<file path="src/rtl/led_scan_sequencer_pkg.sv">
// led_scan_sequencer_pkg: shared sizes, defaults and state encoding for the LED scan sequencer
package led_scan_sequencer_pkg;

    localparam int unsigned N_OUTPUTS        = 36;
    localparam int unsigned SEL_W            = 6;
    localparam int unsigned PRESCALE_DEFAULT = 1000;
    localparam int unsigned BLANK_DEFAULT    = 50;

    typedef enum logic {
        IDLE = 1'b0,
        SCAN = 1'b1
    } state_t;

    typedef logic [SEL_W-1:0]     sel_t;
    typedef logic [N_OUTPUTS-1:0] frame_t;

    function automatic sel_t next_slot(input sel_t s);
        return (s == sel_t'(N_OUTPUTS - 1)) ? '0 : s + sel_t'(1);
    endfunction

    // The demux routes select k to out[N_OUTPUTS-1-k], so the frame is read mirrored.
    function automatic logic frame_bit(input frame_t f, input sel_t s);
        return f[sel_t'(N_OUTPUTS - 1) - s];
    endfunction

endpackage

</file>
<file path="src/rtl/led_scan_sequencer_scan_prescaler.sv">
// led_scan_sequencer_scan_prescaler: per-slot cycle counter with slot tick and next-cycle blanking flag
module led_scan_sequencer_scan_prescaler #(
    parameter int unsigned PRESCALE = 1000,
    parameter int unsigned BLANK    = 50
) (
    input  logic clk,
    input  logic rst,
    input  logic clr,
    output logic tick,
    output logic blank
);

    localparam int unsigned CW = $clog2(PRESCALE);

    logic [CW-1:0] cnt;
    logic [CW-1:0] cnt_nxt;

    assign tick    = cnt == CW'(PRESCALE - 1);
    assign cnt_nxt = (clr || tick) ? '0 : cnt + CW'(1);
    // Blanking is judged on the count the next cycle will show, so A can be registered alongside it.
    assign blank   = cnt_nxt < CW'(BLANK);

    always_ff @(posedge clk or posedge rst) begin
        if (rst) begin
            cnt <= '0;
        end else begin
            cnt <= cnt_nxt;
        end
    end

endmodule

</file>
<file path="src/rtl/led_scan_sequencer.sv">
// led_scan_sequencer: double-buffered frame scanner driving a 1-to-N select demux
module led_scan_sequencer
    import led_scan_sequencer_pkg::*;
#(
    parameter int unsigned PRESCALE = PRESCALE_DEFAULT,
    parameter int unsigned BLANK    = BLANK_DEFAULT
) (
    input  logic                 clk,
    input  logic                 rst,
    input  logic                 enable,
    input  logic [N_OUTPUTS-1:0] frame_data,
    input  logic                 frame_valid,
    output logic                 frame_ready,
    output logic [SEL_W-1:0]     input_sel,
    output logic                 A,
    output logic                 frame_done
);

    state_t state;
    state_t state_nxt;
    sel_t   slot;
    sel_t   slot_nxt;
    frame_t active;
    frame_t active_nxt;
    frame_t shadow;
    frame_t shadow_nxt;
    logic   pending;
    logic   pending_nxt;
    logic   scanning;
    logic   boundary;
    logic   load;
    logic   accept;
    logic   a_nxt;
    logic   tick;
    logic   blank;

    led_scan_sequencer_scan_prescaler #(
        .PRESCALE (PRESCALE),
        .BLANK    (BLANK)
    ) u_scan_prescaler (
        .clk   (clk),
        .rst   (rst),
        .clr   (!scanning),
        .tick  (tick),
        .blank (blank)
    );

    // Dropping enable parks the scan immediately, even mid-slot; no boundary is taken on that cycle.
    always_comb begin
        state_nxt   = enable ? SCAN : IDLE;
        scanning    = state == SCAN && enable;
        boundary    = scanning && tick && slot == sel_t'(N_OUTPUTS - 1);
        load        = pending && (boundary || (state == IDLE && enable));
        accept      = frame_valid && frame_ready;
        slot_nxt    = !scanning ? '0 : tick ? next_slot(slot) : slot;
        active_nxt  = load ? shadow : active;
        shadow_nxt  = accept ? frame_data : shadow;
        pending_nxt = load ? 1'b0 : accept ? 1'b1 : pending;
        a_nxt       = state_nxt == SCAN && !blank && frame_bit(active_nxt, slot_nxt);
    end

    always_ff @(posedge clk or posedge rst) begin
        if (rst) begin
            state       <= IDLE;
            slot        <= '0;
            active      <= '0;
            shadow      <= '0;
            pending     <= 1'b0;
            frame_ready <= 1'b1;
            frame_done  <= 1'b0;
            A           <= 1'b0;
        end else begin
            state       <= state_nxt;
            slot        <= slot_nxt;
            active      <= active_nxt;
            shadow      <= shadow_nxt;
            pending     <= pending_nxt;
            frame_ready <= !pending_nxt;
            frame_done  <= boundary;
            A           <= a_nxt;
        end
    end

    assign input_sel = slot;

endmodule
</file>
<file path="config.mk">
export PLATFORM = sky130hd
export DESIGN_NAME = led_scan_sequencer
export DESIGN_NICKNAME = d
export VERILOG_FILES = /design/src/rtl/led_scan_sequencer_pkg.sv /design/src/rtl/led_scan_sequencer_scan_prescaler.sv /design/src/rtl/led_scan_sequencer.sv
export SDC_FILE = /design/constraint.sdc
export NUM_CORES = 1
export LEC_CHECK = 0
export BUFFER_PORTS_ARGS = -buffer_cell sky130_fd_sc_hd__clkbuf_2
export CAP_MARGIN = 20
export CORE_AREA = 2 2 109 79
export CTS_CLUSTER_DIAMETER = 40
export DETAILED_ROUTE_END_ITERATION = 8
export DIE_AREA = 0 0 111 81
export HOLD_SLACK_MARGIN = 0.08
export PLACE_DENSITY = 0.81
export SYNTH_ARGS = -nofsm -noshare
export SYNTH_HDL_FRONTEND = slang
export SYNTH_SLANG_ARGS = --single-unit
</file>
<file path="constraint.sdc">
create_clock -name clk -period 3.3 [get_ports clk]
set_input_delay 0.33 -clock clk [delete_from_list [all_inputs] [get_ports clk]]
set_output_delay 0.33 -clock clk [all_outputs]
set_load 0.01 [all_outputs]
</file>
==> flow_summary.toml, run 1 <==
[critical_path]
cp_data_arrival_time_ps = 3400
slowest_stage = "or4_4"
start_kind = "register"
cp_max_fo = 13
crit_required_ps = 3580
crit_family = "compound AO/OA/AOI/OAI gates"
crit_path_end_kind = "register"
crit_type = "reg -> reg"
worst-path-buf-inv = 0
max_stage_delay_ps = 670
cp_cell_sequence = "ha_1 -> nand3b_1 -> or4_4 -> a21o_4 -> mux2_2 -> nor2_1 -> o41a_1 -> o311ai_2 -> o2111a_1"

[power_and_ir_drop]
vdd_ir_drop_max_mv = 0.4355
power.density_nw_per_um2 = 733.5
p_leak_uw = 0.002324
power_uw = 3802

[cts]
ctsRootBufferMaster = "clkbuf_16"
ctsHoldBuffers = 0
cts_max_level = 3
clock_latency_ps = 350
cts_setup_buffers = 0
cts_made_buffers = 9
cts_resized = 0
cts_sinks = 93
cts_tree = "built"
clockBufferDepth = 2
clk_pin_slew_ps = 60

[yosys]
synth_fa_ha_area_frac = 0.008319
netlist_instances = 398
synth_top_area_frac = 0.5103
syn_area_sq_um = 4512
netlist_top_cells_area = "dfrtp_1 51%, mux2_2 13%, nand2_1 4.4%, nor2_1 1.8%, and4b_1 1.8%"
ys_types = 56
synth_top_family_by_area = "multiplexers"
ys_warn_count = 0
synthMuxAreaShare = 0.1514
synthArstFlopShare = 1.000
avgSynthCellArea_sq_um = 11.34
synth_xor_area_frac = 0.02329
syn_nets = 441
synth_compound_area_frac = 0.1248
ys_ff_latch = 93
synthFlopType = "dfrtp_1"
synthSimpleGateAreaFrac = 0.1428
synth_edf_count = 0
yosysTopAreaCell = "dfrtp_1"
yosysSeqAreaShare = 0.5161

[cells_and_area]
fin_util = 0.6405
num_antenna_cells = 0
drive_above_1_share = 0.2996
nets = 493
synthToLayoutAreaGrowth_pct = 14.89
fin_cells = 559
fill_cells = 669

[route]
wl_per_cell_um = 16.96
drc = 0
dr.pass1.iters = 6
dr.first_iter.drc_count = 189
wl_mm = 9.483
num_vias = 3238
final_antenna_net_count = 0
avgViaCountPerCell = 5.792

[place]
dp_hpwl_mm = 6.774
globalplace.congestion = 0.8824
placed_cells = 544
io_buffers = 48

[timing]
hold_ws_ps = 80.80
drv_slew = 0
post-route-period-util = 0.9455
tightest_slew_ps = 857.3
post-route-min-period_ps = 3120
relSlewSlack = 0.4285
hold_viol = 0
setup_viol = 0
rsz0062_at_grt = "no"
fmax_mhz = 320.5
setup_tns_ps = 0
clock_skew_ps = 11.18

[floorplan]
start_util = 0.5575
die_area_sq_um = 8991
dieWidth_um = 111
rows = 28
io-pin-count = 49
core_area_sq_um = 8093
die_y_um = 81

[global_routing]
first_global_vias = 3164
grt_pass1_wl_mm = 15.61
track_usage = 0.2205
overflow = 0
grt_antenna_before_repair = 0
grt_max_degree = 50

[status]
outcome = "finished clean"

[job]
maxCapViolCount = 0

[hold_path]
timing.hold.worst.class = "in -> async"
==> synthesized netlist by cell type (8+ instances only) <==
| library cell | count |
|---|---|
| dfrtp_1 | 92 |
| nand2_1 | 53 |
| mux2_2 | 51 |
| nor2_1 | 22 |
| clkbuf_1 | 13 |
| inv_1 | 13 |
| and2_1 | 10 |
| a21oi_1 | 9 |
| and4b_1 | 8 |
| nand3_1 | 8 |
| o211ai_1 | 8 |
| xnor2_1 | 8 |
==> flip-flops by register name, indices dropped and copies added, names as in the netlist <==
| name | count |
|---|---|
| input_sel | 6 |
| active | 36 |
| frame_done | 1 |
| pending | 1 |
| A | 1 |
| frame_ready | 1 |
| state | 1 |
| u_scan_prescaler.cnt | 10 |
| shadow | 36 |
==> logic make-up (layout without fill, tap and decap cells) <==
group	after synthesis	after routing
adders and majority gates	3	3
and+or+nand+nor	128	128
xor gates and xnor gates	12	12
DFF	93	93
buffers and inverters	32	88
muxes	61	61
AOI/OAI and AO/OA	69	69
==> layer usage <==
layer | vias to the layer above | part of all wire | track usage
met2 | 79 | 0.46 | 0.3466
met5 | - | 0 | 0
met1 | 1602 | 0.48 | 0.3036
met4 | 0 | 0.010 | 0.04875
li1 | 1549 | - | -
met3 | 8 | 0.044 | 0.07239
==> final timing paths <==
| check | from | to | slack (ps) | cells past startpoint |
|---|---|---|---|---|
| worst max-delay path | u_scan_prescaler.cnt[0] | A | 180 | 9 |
| min in group clk | frame_data[22] | shadow[22] | 210 | 3 |
| worst min-delay path | rst | shadow[32] | 80 | 2 |
| worst min register to register | active[10] | active[10] | 470 | 2 |
| worst max register to register | u_scan_prescaler.cnt[0] | A | 180 | 9 |
| max in group asynchronous | rst | frame_ready | 2460 | 3 |
==> power breakdown <==
group	internal (uW)	switching, uW	total [uW]
Sequential	1600	243	1850
Clock	605	410	1020
Combinational	497	444	941
==> final cells by class <==
type                       count  area, sq um  area share
multi-input combinational    273         2042      0.3939
sequential                    93         2328      0.4492
inverter                      14        53.80     0.01038
clock buffer                  12        246.5     0.04755
tap                          105        131.4     0.02534
timing repair buffer          59        335.3     0.06469
clock inverter                 3        46.29    0.008931
==> layout by cell type (no fill, tap or decap), types with 2 or more instances in the layout <==
cell type / synthesis / routed
clkbuf_1: 13 / 2
nand3_1: 8 / 8
clkbuf_2: 0 / 48
nor3_1: 4 / 4
o2111ai_1: 2 / 2
dfrtp_1: 92 / 92
a21oi_1: 9 / 9
ha_1: 3 / 3
mux2_2: 51 / 51
a311oi_1: 2 / 2
mux2i_1: 7 / 7
buf_4: 0 / 10
and2_1: 10 / 9
and4b_1: 8 / 8
and4_1: 2 / 2
o21ai_0: 6 / 6
nand2_1: 53 / 53
o31a_1: 2 / 2
a2111oi_1: 2 / 2
o22ai_1: 4 / 4
o211ai_1: 8 / 8
o311ai_0: 3 / 3
xnor2_1: 8 / 8
nor2_1: 22 / 22
clkbuf_16: 0 / 9
mux2i_2: 2 / 2
a21o_1: 6 / 5
a211oi_1: 2 / 2
o41ai_1: 7 / 7
and3_1: 7 / 7
a211o_1: 4 / 4
inv_1: 13 / 12
xor2_1: 4 / 4
nand4_1: 6 / 6
==> metrics by stage <==
stage	cell area [sq um]	setup slack [ps]
after floorplan	4512	333.6
after CTS	5176	79.03
after global placement	4883	184.1
after detailed placement	4883	91.57
after global routing	5184	52.09
final	5184	179.9
No activity file was read; power rests on OpenSTA's default activity.
==> inputs of run 2 (changes only) <==
--- a/config.mk
+++ b/config.mk
@@ -5,14 +5,14 @@
 export SDC_FILE = /design/constraint.sdc
 export NUM_CORES = 1
 export LEC_CHECK = 0
-export BUFFER_PORTS_ARGS = -buffer_cell sky130_fd_sc_hd__clkbuf_2
+export BUFFER_PORTS_ARGS = -buffer_cell sky130_fd_sc_hd__buf_2
 export CAP_MARGIN = 20
-export CORE_AREA = 2 2 109 79
+export CORE_AREA = 2 2 92 94
 export CTS_CLUSTER_DIAMETER = 40
 export DETAILED_ROUTE_END_ITERATION = 8
-export DIE_AREA = 0 0 111 81
+export DIE_AREA = 0 0 94 96
 export HOLD_SLACK_MARGIN = 0.08
-export PLACE_DENSITY = 0.81
+export PLACE_DENSITY = 0.8
 export SYNTH_ARGS = -nofsm -noshare
 export SYNTH_HDL_FRONTEND = slang
 export SYNTH_SLANG_ARGS = --single-unit
==> flow_summary.toml, run 2 (synthesis gave the netlist of run 1 again) <==
[route]
num_vias = 3325
final_antenna_net_count = 0
wl_per_cell_um = 16.47
dr.first_iter.drc_count = 197
dr.pass1.iters = 6
wl_mm = 9.303
drc = 0
avgViaCountPerCell = 5.885

[cells_and_area]
seq_area_sq_um = 2328
synthToLayoutAreaGrowth_pct = 14.98
largest_registers = "active (36), shadow (36), u_scan_prescaler.cnt (10)"
nets = 498
fin_area_sq_um = 5187
final_cell_mix = "92 x dfrtp_1, 53 x nand2_1, 51 x mux2_2"
fill_cells = 625
multiInputGateArea_sq_um = 2042
num_antenna_cells = 0
drive_above_1_share = 0.3043
final_common_cell = "dfrtp_1"

[critical_path]
r2r_slack_ps = 130
crit_path_end_kind = "register"
r2r_start = "input_sel[2]"
crit_required_ps = 3550
r2r-end = "A"
cp_data_arrival_time_ps = 3420
crit_type = "reg -> reg"
ff2ff_path_depth = 9
cp_max_fo = 19
start_kind = "register"

[timing]
drv_slew = 0
fmax_mhz = 315.3
setup_viol = 0
post-route-period-util = 0.9612
clock_skew_ps = 12.50
setup_tns_ps = 0
relSlewSlack = 0.6589
post-route-min-period_ps = 3172
rsz0062_at_grt = "no"
fin_ws_ps = 128.1
tightest_slew_ps = 508.3
hold_viol = 0

[place]
io_buffers = 48
globalplace.congestion = 1.003
dp_slack_ps = 204.3
placed_area_sq_um = 4892
dp_hpwl_mm = 6.645

[power_and_ir_drop]
vdd_ir_drop_max_mv = 0.3764
power.density_nw_per_um2 = 713.5
p_leak_uw = 0.002333
power_uw = 3702

[cts]
cts_max_level = 3
clockBufferDepth = 2
cts_sinks = 93
clk_pin_slew_ps = 90
cts_tree = "built"
clock_latency_ps = 360
cts_made_buffers = 9
ctsRootBufferMaster = "clkbuf_8"
cts_setup_buffers = 0

[floorplan]
die_y_um = 96
rows = 33
dieWidth_um = 94
die_area_sq_um = 9024
start_util = 0.5604
io-pin-count = 49
core_area_sq_um = 8051

[global_routing]
first_global_vias = 3191
track_usage = 0.2259
grt_antenna_before_repair = 0
grt_max_degree = 61
overflow = 0
grt_pass1_wl_mm = 15.78

[status]
outcome = "finished clean"

[hold_path]
whs_endpoint = "shadow[22]"
min-delay-start = "frame_data[22]"
timing.hold.worst.class = "in -> reg"
min_path_cells = 3

[job]
maxCapViolCount = 0
-- run 2: what timing repair did --
action / 4_1_cts / 5_1_grt
gates resized for setup: 0 / 1
setup endpoints to repair: 0 / 1
hold buffers: 0 / 1
hold endpoints to repair: 0 / 8
-- run 2: final cells by class --
class / instances / area share
clock buffers: 11 / 0.02726
clock inverters: 5 / 0.02074
inverters: 14 / 0.01037
multi-input cells: 273 / 0.3936
flip-flops and latches: 93 / 0.4489
well taps: 105 / 0.02533
repair buffers: 64 / 0.07381
-- run 2: critical path, stage by stage (launching register included) --
cell and delay [ps]:
dfrtp_1 440, or3_1 410, or4_4 540, a21o_1 380, buf_4 290, a2111oi_1 430, a211o_1 160, o31a_1 140
nand4_1 100, o2111a_1 170
-- run 2: through the flow --
step,hold WS [ps],std cells,utilization
final,169.5,565,0.6443
after global routing,186.7,565,0.6443
after global placement,447.2,547,0.6076
after floorplan,361.4,398,-
after detailed placement,450.3,547,0.6076
after CTS,157.3,563,0.6385
-- run 2: worst max-delay path by stage --
| stage | startpoint | endpoint | slack (ps) |
|---|---|---|---|
| detailed placement | u_scan_prescaler.cnt[0] | A | 200 |
| global route | u_scan_prescaler.cnt[0] | A | 20 |
| CTS | u_scan_prescaler.cnt[0] | A | 180 |
| floorplan | input_sel[4] | A | 330 |
| finish | input_sel[2] | A | 130 |
| global placement | u_scan_prescaler.cnt[0] | A | 290 |
-- run 2: per-layer routing --
layer,vias to the layer above,global-route usage,wire length (um)
met2,112,0.3637,4522
met3,21,0.03446,525
met4,0,0.09662,199
met1,1632,0.3079,4055
li1,1560,-,-
met5,-,0,0
-- run 2: report_power, final --
part / total, uW / internal [uW] / leakage, uW / switching, uW
registers: 1840 / 1600 / 0.00113 / 238
clock network: 922 / 527 / 0.000124 / 395
logic: 942 / 501 / 0.00108 / 441
